## config.mk

```make
export PLATFORM = sky130hd
export DESIGN_NAME = note_display_scanner
export DESIGN_NICKNAME = d
export VERILOG_FILES = /design/src/rtl/note_disp_pkg.sv /design/src/rtl/note_seg_decoder.sv /design/src/rtl/note_display_scanner.sv
export SDC_FILE = /design/constraint.sdc
export NUM_CORES = 1
export LEC_CHECK = 0
export CORE_MARGIN = 2
export CORE_UTILIZATION = 48
export DETAILED_ROUTE_END_ITERATION = 10
export HOLD_SLACK_MARGIN = 0.03
export PLACE_DENSITY = 0.74
export RECOVER_POWER = 100
export SYNTH_ARGS = -nofsm -noshare
export SYNTH_HDL_FRONTEND = slang
export SYNTH_SLANG_ARGS = --single-unit
```

## constraint.sdc

```tcl
create_clock -name clk -period 1.84 [get_ports clk]
set_clock_uncertainty 0.2 [all_clocks]
set_input_delay 0.368 -clock clk [delete_from_list [all_inputs] [get_ports clk]]
set_output_delay 0.368 -clock clk [all_outputs]
set_load 0.02 [all_outputs]
```

## src/rtl/note_disp_pkg.sv

```systemverilog
// ---------------------------------------------------------------------------
// note_disp_pkg
// Shared definitions for the multi-digit note display:
//   - 3-bit note codes (C..B, rest)
//   - 7-segment patterns, bit order abcdefg (seg[6]=a ... seg[0]=g)
//   - slot_t: one buffer entry {valid, sharp, note}
//   - note_to_seg(): note code -> segment pattern (rest -> blank)
// ---------------------------------------------------------------------------
package note_disp_pkg;

    localparam logic [2:0] NOTE_C    = 3'd0;
    localparam logic [2:0] NOTE_D    = 3'd1;
    localparam logic [2:0] NOTE_E    = 3'd2;
    localparam logic [2:0] NOTE_F    = 3'd3;
    localparam logic [2:0] NOTE_G    = 3'd4;
    localparam logic [2:0] NOTE_A    = 3'd5;
    localparam logic [2:0] NOTE_B    = 3'd6;
    localparam logic [2:0] NOTE_REST = 3'd7;

    // D and B use the lower-case glyphs so they are distinguishable from 0 and 8.
    localparam logic [6:0] SEG_C     = 7'b1001110;
    localparam logic [6:0] SEG_D     = 7'b0111101;
    localparam logic [6:0] SEG_E     = 7'b1001111;
    localparam logic [6:0] SEG_F     = 7'b1000111;
    localparam logic [6:0] SEG_G     = 7'b1011110;
    localparam logic [6:0] SEG_A     = 7'b1110111;
    localparam logic [6:0] SEG_B     = 7'b0011111;
    localparam logic [6:0] SEG_BLANK = 7'b0000000;

    typedef struct packed {
        logic       valid;
        logic       sharp;
        logic [2:0] note;
    } slot_t;

    function automatic logic [6:0] note_to_seg(input logic [2:0] note);
        logic [6:0] pattern;
        case (note)
            NOTE_C:  pattern = SEG_C;
            NOTE_D:  pattern = SEG_D;
            NOTE_E:  pattern = SEG_E;
            NOTE_F:  pattern = SEG_F;
            NOTE_G:  pattern = SEG_G;
            NOTE_A:  pattern = SEG_A;
            NOTE_B:  pattern = SEG_B;
            default: pattern = SEG_BLANK;
        endcase
        return pattern;
    endfunction

endpackage

```

## src/rtl/note_seg_decoder.sv

```systemverilog
// ---------------------------------------------------------------------------
// note_seg_decoder
// Combinational decode of one buffer slot into segment/decimal-point drive.
// Ports:
//   slot_valid  in   slot holds a note
//   slot_sharp  in   note is sharp
//   slot_note   in   3-bit note code
//   seg         out  segments abcdefg, active-high
//   dp          out  decimal point (sharp marker), active-high
// An empty slot or a rest shows nothing, including no dp.
// ---------------------------------------------------------------------------
module note_seg_decoder
    import note_disp_pkg::*;
(
    input  logic       slot_valid,
    input  logic       slot_sharp,
    input  logic [2:0] slot_note,
    output logic [6:0] seg,
    output logic       dp
);

    always_comb begin
        seg = SEG_BLANK;
        dp  = 1'b0;
        if (slot_valid && (slot_note != NOTE_REST)) begin
            seg = note_to_seg(slot_note);
            dp  = slot_sharp;
        end
    end

endmodule

```

## src/rtl/note_display_scanner.sv

```systemverilog
// ---------------------------------------------------------------------------
// note_display_scanner
// Time-multiplexed N-digit note display. Accepted notes enter slot 0 and push
// older notes towards slot N_DIGITS-1 (the oldest falls off when full). The
// scanner visits one digit per SCAN_DIV cycles; the last cycle of each digit
// period is blanked so the previous digit's segments do not ghost onto the
// next one.
// Parameters:
//   N_DIGITS  digits / buffer depth (2..8)
//   SCAN_DIV  cycles per digit including the blank cycle (>= 2)
// Ports:
//   clk       in   clock, rising edge
//   rst_n     in   synchronous active-low reset
//   in_valid  in   note offered
//   in_ready  out  note can be accepted this cycle
//   in_note   in   note code (7 = rest)
//   in_sharp  in   sharp flag
//   hold      in   freeze buffer (blocks input, scanning continues)
//   clear     in   empty buffer (wins over accept and hold)
//   seg       out  segments abcdefg, registered
//   dp        out  decimal point, registered
//   dig_en    out  one-hot digit select, bit 0 = rightmost, registered
//   count     out  number of occupied slots
// ---------------------------------------------------------------------------
module note_display_scanner
    import note_disp_pkg::*;
#(
    parameter int N_DIGITS = 4,
    parameter int SCAN_DIV = 1000
) (
    input  logic                          clk,
    input  logic                          rst_n,
    input  logic                          in_valid,
    output logic                          in_ready,
    input  logic [2:0]                    in_note,
    input  logic                          in_sharp,
    input  logic                          hold,
    input  logic                          clear,
    output logic [6:0]                    seg,
    output logic                          dp,
    output logic [N_DIGITS-1:0]           dig_en,
    output logic [$clog2(N_DIGITS+1)-1:0] count
);

    localparam int IW = $clog2(N_DIGITS);
    localparam int CW = $clog2(N_DIGITS + 1);
    localparam int PW = $clog2(SCAN_DIV);

    localparam logic [PW-1:0] PRE_LAST   = PW'(SCAN_DIV - 1);
    localparam logic [IW-1:0] IDX_LAST   = IW'(N_DIGITS - 1);
    localparam logic [CW-1:0] COUNT_FULL = CW'(N_DIGITS);

    // ---------------- state ----------------
    slot_t [N_DIGITS-1:0] slots_reg;
    slot_t [N_DIGITS-1:0] slots_next;
    slot_t [N_DIGITS-1:0] slots_shifted;
    logic  [CW-1:0]       count_reg;
    logic  [CW-1:0]       count_next;
    logic  [PW-1:0]       pre_reg;
    logic  [PW-1:0]       pre_next;
    logic  [IW-1:0]       idx_reg;
    logic  [IW-1:0]       idx_next;
    logic  [6:0]          seg_reg;
    logic  [6:0]          seg_next;
    logic                 dp_reg;
    logic                 dp_next;
    logic  [N_DIGITS-1:0] dig_en_reg;
    logic  [N_DIGITS-1:0] dig_en_next;

    logic       accept;
    logic       blank;
    slot_t      shown_slot;
    logic [6:0] dec_seg;
    logic       dec_dp;

    // ---------------- input handshake ----------------
    // Ready depends only on reset/hold/clear so the source never sees a
    // combinational path from its own valid back to ready.
    assign in_ready = rst_n && !hold && !clear;
    assign accept   = in_valid && in_ready;

    // ---------------- shift buffer ----------------
    // Shifted view of the buffer: new note in slot 0, everything else moves up
    // one place; the top slot's old content simply drops out.
    generate
        for (genvar gi = 0; gi < N_DIGITS; gi++) begin : g_shift
            if (gi == 0) begin : g_head
                assign slots_shifted[gi] = {1'b1, in_sharp, in_note};
            end else begin : g_body
                assign slots_shifted[gi] = slots_reg[gi-1];
            end
        end
    endgenerate

    always_comb begin
        slots_next = slots_reg;
        count_next = count_reg;
        if (clear) begin
            slots_next = '0;
            count_next = '0;
        end else if (accept) begin
            slots_next = slots_shifted;
            if (count_reg != COUNT_FULL) begin
                count_next = count_reg + CW'(1);
            end
        end
    end

    // ---------------- scanner ----------------
    assign blank = (pre_reg == PRE_LAST);

    always_comb begin
        pre_next = pre_reg + PW'(1);
        idx_next = idx_reg;
        if (blank) begin
            pre_next = '0;
            idx_next = (idx_reg == IDX_LAST) ? '0 : idx_reg + IW'(1);
        end
    end

    // idx never exceeds N_DIGITS-1, so the select stays in range even when
    // N_DIGITS is not a power of two.
    assign shown_slot = slots_reg[idx_reg];

    note_seg_decoder u_decoder (
        .slot_valid (shown_slot.valid),
        .slot_sharp (shown_slot.sharp),
        .slot_note  (shown_slot.note),
        .seg        (dec_seg),
        .dp         (dec_dp)
    );

    generate
        for (genvar gi = 0; gi < N_DIGITS; gi++) begin : g_dig_en
            assign dig_en_next[gi] = !blank && (idx_reg == IW'(gi));
        end
    endgenerate

    assign seg_next = blank ? SEG_BLANK : dec_seg;
    assign dp_next  = blank ? 1'b0 : dec_dp;

    // ---------------- registers ----------------
    always_ff @(posedge clk) begin
        if (!rst_n) begin
            slots_reg  <= '0;
            count_reg  <= '0;
            pre_reg    <= '0;
            idx_reg    <= '0;
            seg_reg    <= SEG_BLANK;
            dp_reg     <= 1'b0;
            dig_en_reg <= '0;
        end else begin
            slots_reg  <= slots_next;
            count_reg  <= count_next;
            pre_reg    <= pre_next;
            idx_reg    <= idx_next;
            seg_reg    <= seg_next;
            dp_reg     <= dp_next;
            dig_en_reg <= dig_en_next;
        end
    end

    assign seg    = seg_reg;
    assign dp     = dp_reg;
    assign dig_en = dig_en_reg;
    assign count  = count_reg;

endmodule

```

==> qor.txt, run 1 <==
end of the worst hold path - slots_reg[15]
minimum clock period - 1803 ps
sequential share of power - 0.579
num rows - 22
Worst-Margin Slew - 365.3 ps
Buf/Inv on CP - 1
GPL Wtd Cong - 0.7102
clock network power share - 0.360
Fin Hold WS - 259.1 ps
pre-CTS setup slack - -349.6 ps
Finished Layout Cells - 298
Hold Startpoint - slots_reg[15]
vias in the first global route - 1274
Routed Antenna Nets - 0
Synth Register Bits - 47
clock root cell - clkbuf_8
VDD IR-drop max - 604.5 uV
Slew HR - 0.7561
Sw Ratio - 0.2212
nets - 265
Via density - 4.815
Tcrit/Tclk final - 0.9798
FF-to-FF path depth - 5
DR iter-0 viols - 77
Max stage delay on crit path - 610 ps
DRT Pass-1 Iters - 5
reg2reg end - pre_reg[1]
DRC viols - 0
CP required - 1270 ps
CP max FO - 1
clock tree from TritonCTS - built
fmax - 554.7 MHz
Leak Pwr - 0.9512 nW
Die Ht - 66.66 microns
RSZ-0062 raised after global routing - false
Syn Nets - 223
fin util - 0.6576
Synth Area per Inst - 9.103 sq um
post-synthesis sequential area ratio - 0.4993
cell area after layout - 2444 sq um
DP HPWL - 2216 microns
final setup fails - 0
startpoint types - register
Worst-path clk slew - 80 ps
Worst Setup End Kind - output port
number of port buffers - 24
cts hold-fix bufs - 0
final setup TNS - 0 ps
Synth Instances - 207
P_int - 1.397 mW
Chip Width - 66.66 microns
CTS H-tree lvls - 2
DR WL/cell - 10.53 microns
Placed Area - 2338 sq um
Initial Util - 0.5071
Synth cell types - 32
Final Hold Violating Endpoints - 0
power density cells - 734.1 nW/um^2
core area - 3716 sq um
P_sw - 0.3969 mW
Pwr Total - 1.794 mW
Worst path depth - 1
Slowest-stage cell, CP - clkdlybuf4s50_1
Remaining Overflow, GRT - 0
placed insts - 290
Largest register FFs - 20
I/O pin count - 25
Vias - 1435
setup ws final - 37.12 ps
Max clock buf depth - 2
r2r startpoint - pre_reg[0]
Skew-Pair Late Insertion Delay - 300 ps
Die ar. - 4443 sq um
Setup Buffers After CTS - 0
first-pass GRT wire length - 5609 microns
Crit path arrival time - 1230 ps
worst hold stages - 2
CP top delay family - buffers and inverters
Post-Route WL - 3139 microns
critical path type - register to output port
CTS Buf Count - 5
worst hold path type - register to register
Comb pwr share - 0.061
share of cells above drive strength 1 - 0.1720
All-Layer GR Usage - 0.1695
Reg area - 943.4 sq um
n_diodes - 0
max-cap viol count - 0
Clock Sinks - 47
worst-path cell chain - clkdlybuf4s50_1
Synth Cell Area - 1884 sq um
largest net degree at the start of global routing - 40
antenna violations before repair - 0
Synth warnings - 0
area delta synth->final - 29.68%
R2R setup slack - 70 ps
max-slew violation count - 0
status - complete, no violations
fillcell total - 323
area occupied by multi-input gates - 895.9 sq um
[cells in the mapped netlist, drive strengths merged]
library cell | instances | area (sq um)
xor2 | 3 | 26.28
nand4 | 1 | 6.260
o21ai | 21 | 105.1
mux4 | 5 | 112.6
and3 | 5 | 31.28
nand2 | 48 | 180.2
xnor2 | 6 | 52.55
nand2b | 3 | 18.77
and2 | 2 | 15.02
or2 | 1 | 6.260
buf | 3 | 21.27
nor4 | 1 | 6.260
nand3 | 5 | 35.03
a21o | 1 | 7.510
nor3 | 4 | 20.02
nor2b | 1 | 6.260
mux2i | 1 | 10.01
nor2 | 17 | 63.81
and3b | 1 | 8.760
ha | 7 | 87.58
nor4bb | 1 | 10.01
a21oi | 5 | 25.02
inv | 6 | 22.52
o21a | 1 | 7.510
clkbuf | 8 | 30.03
or4b | 1 | 10.01
and4b | 1 | 10.01
nor3b | 1 | 7.510
dfxtp | 47 | 940.9
[power by group through the flow]
stage | combinational (mW) | sequential, mW | clock [mW]
floorplan | 0.0424 | 1.06 | 0
global placement | 0.106 | 1.06 | 0
detailed placement | 0.108 | 1.06 | 0
CTS | 0.110 | 1.04 | 0.672
global route | 0.123 | 1.04 | 0.724
finish | 0.109 | 1.04 | 0.646
[layout make-up]
| type | instances | area share |
|---|---|---|
| inverter | 6 | 0.009217 |
| sequential | 47 | 0.3861 |
| timing repair buffer | 46 | 0.1731 |
| tap | 48 | 0.02458 |
| multi-input combinational | 143 | 0.3666 |
| clock inverter | 2 | 0.006656 |
| clock buffer | 6 | 0.03379 |
[worst max-delay path by stage]
stage	from	to	slack (ps)
6_report	seg[3]	seg[3]	40
2_1_floorplan	idx_reg[1]	seg[6]	8
3_5_place_dp	clear	in_ready	-350
3_3_place_gp	clear	in_ready	-350
4_1_cts	seg[3]	seg[3]	20
5_1_grt	seg[3]	seg[3]	0.3
[routing by layer]
| layer | GRT usage | routed length [microns] | vias up |
|---|---|---|---|
| li1 | - | - | 771 |
| met1 | 0.2266 | 1545 | 629 |
| met2 | 0.2513 | 1392 | 28 |
| met3 | 0.05574 | 142 | 7 |
| met4 | 0.06888 | 58 | 0 |
| met5 | 0 | 0 | - |
[layout by cell type (no fill, tap or decap), drive strengths merged]
cell type | Yosys | final
xnor2 | 6 | 6
clkinv | 0 | 1
nand3 | 5 | 5
dfxtp | 47 | 47
a21oi | 5 | 5
dlygate4sd2 | 0 | 3
nor4bb | 1 | 1
and4b | 1 | 1
clkinvlp | 0 | 1
clkdlybuf4s50 | 0 | 20
o21ai | 21 | 21
nor3 | 4 | 4
inv | 6 | 6
xor2 | 3 | 3
nor4 | 1 | 1
mux4 | 5 | 5
and2 | 2 | 2
a21o | 1 | 1
or4b | 1 | 1
and3b | 1 | 1
nor2b | 1 | 1
nor3b | 1 | 1
mux2i | 1 | 1
nand4 | 1 | 1
ha | 7 | 7
nand2 | 48 | 48
and3 | 5 | 5
clkbuf | 8 | 7
o21a | 1 | 1
nand2b | 3 | 3
buf | 3 | 22
nor2 | 17 | 17
or2 | 1 | 1
[timing repair]
action | in CTS | in global routing
cloned | 1 | 0
pin swaps | 0 | 1
resized for setup | 14 | 1
endpoints found under the setup margin | 12 | 4
[cells by family (layout without fill, tap and decap cells)]
group	after synthesis	count (layout)	synth area share
compound gates	28	28	0.07703
xor+xnor	9	9	0.04184
fa+ha+maj	7	7	0.04648
buf+inv	17	60	0.03918
flops	47	47	0.4993
mux	6	6	0.06507
simple gates	93	93	0.2311
Note: power is estimated with default switching activity, not from simulation.
==> run 2: changes to the inputs <==
- CORE_UTILIZATION: 48 -> 50
- TNS_END_PERCENT: default -> 5
- clock period: 1.84 -> 2.17 ns (I/O delays scaled with it)
==> qor.txt, run 2 (same netlist as run 1, synthesis figures left out) <==
DR WL/cell - 10.60 microns
minimum clock period - 2119 ps
area delta synth->final - 22.51%
Post-Route WL - 3010 microns
clock network power share - 0.386
DRT Pass-1 Iters - 4
Die Ht - 65.39 microns
fmax - 471.8 MHz
commonest non-fill, non-tap cell in the layout - nand2_1
Pwr Total - 1.555 mW
worst hold path type - register to register
max-slew violation count - 0
DR iter-0 viols - 37
Crit path arrival time - 1490 ps
Worst-path clk slew - 80 ps
Chip Width - 65.39 microns
Routed Antenna Nets - 0
largest net degree at the start of global routing - 21
Final Hold Violating Endpoints - 0
Clock Sinks - 47
share of cells above drive strength 1 - 0.1017
Leak Pwr - 0.9090 nW
I/O pin count - 25
pre-CTS setup slack - -210.0 ps
Worst Setup End Kind - output port
GPL Wtd Cong - 0.8233
Comb pwr share - 0.049
Vias - 1395
power density cells - 673.4 nW/um^2
Reg area - 940.9 sq um
fin util - 0.6353
final setup fails - 0
status - complete, no violations
max-cap viol count - 0
Largest register FFs - 20
CTS H-tree lvls - 2
VDD IR-drop max - 455.5 uV
num rows - 22
CP max FO - 2
CTS Buf Count - 5
Setup Buffers After CTS - 0
fillcell total - 319
first-pass GRT wire length - 5271 microns
Tcrit/Tclk final - 0.9767
nets - 252
Max clock buf depth - 2
antenna violations before repair - 0
CP required - 1540 ps
number of port buffers - 24
P_int - 1.248 mW
RSZ-0062 raised after global routing - false
Worst-Margin Slew - 526.8 ps
sequential share of power - 0.565
clock root cell - clkbuf_8
startpoint types - input pin
DRC viols - 0
commonest cells after routing, fill and taps aside - nand2_1, dfxtp_1, o21ai_0, nor2_1, dlygate4sd3_1
post_cts resized - 1
area occupied by multi-input gates - 874.6 sq um
Via density - 4.912
Initial Util - 0.5186
n_diodes - 0
Fin Hold WS - 254.6 ps
final setup TNS - 0 ps
critical path type - input pin to output port
DP HPWL - 2133 microns
cts hold-fix bufs - 0
vias in the first global route - 1210
Slew HR - 0.6437
Remaining Overflow, GRT - 0
setup ws final - 50.60 ps
All-Layer GR Usage - 0.1624
core area - 3633 sq um
Die ar. - 4276 sq um
Skew-Pair Late Insertion Delay - 290 ps
clock tree from TritonCTS - built
Sw Ratio - 0.1971
P_sw - 0.3064 mW
## run 2: worst paths after layout
check	cells after the start	start	slack, ps	end
setup / recovery	4	clear	50	in_ready
hold / removal	1	pre_reg[0]	250	pre_reg[0]
setup reg to reg	5	pre_reg[0]	140	idx_reg[0]
hold reg to reg	1	pre_reg[0]	250	pre_reg[0]
## run 2: cell type report
| type | count | share of cell area |
|---|---|---|
| flip-flops and latches | 47 | 0.4076 |
| multi-input cells | 143 | 0.3789 |
| repair buffers | 33 | 0.1333 |
| clock buffers | 6 | 0.03144 |
| well taps | 48 | 0.02602 |
| clock inverters | 1 | 0.01301 |
| inverters | 6 | 0.009756 |
## run 2: critical path: stages
cell,delay [ps]
clkdlybuf4s50_1,410
nand2b_1,180
nor2_1,140
clkdlybuf4s15_1,320
## run 2: stage by stage
step                      std cells  instance area, sq um
final                           284                  2308
after global routing            284                  2308
after CTS                       284                  2317
after detailed placement        277                  2216
after global placement          277                  2216
after floorplan                 207                  1884
## run 2: power groups by stage
stage	registers [mW]	logic (mW)	clock network, mW
after global routing	0.881	0.0845	0.657
after floorplan	0.902	0.0359	0
after CTS	0.879	0.0799	0.612
after detailed placement	0.899	0.0795	0
final	0.879	0.0762	0.600
after global placement	0.899	0.0784	0
## run 2: layer usage
metal  global-route usage  vias up  share of wire
met2               0.2487       28           0.44
met1               0.2077      623           0.49
li1                     -      739              -
met4              0.06250        0          0.016
met5                    0        -              0
met3              0.06164        5          0.050
==> run 3: changes to the inputs <==
- CTS_CLUSTER_DIAMETER: default -> 150
==> results of run 3 <==
Final layout, timing and power as in run 2 (identical DEF).
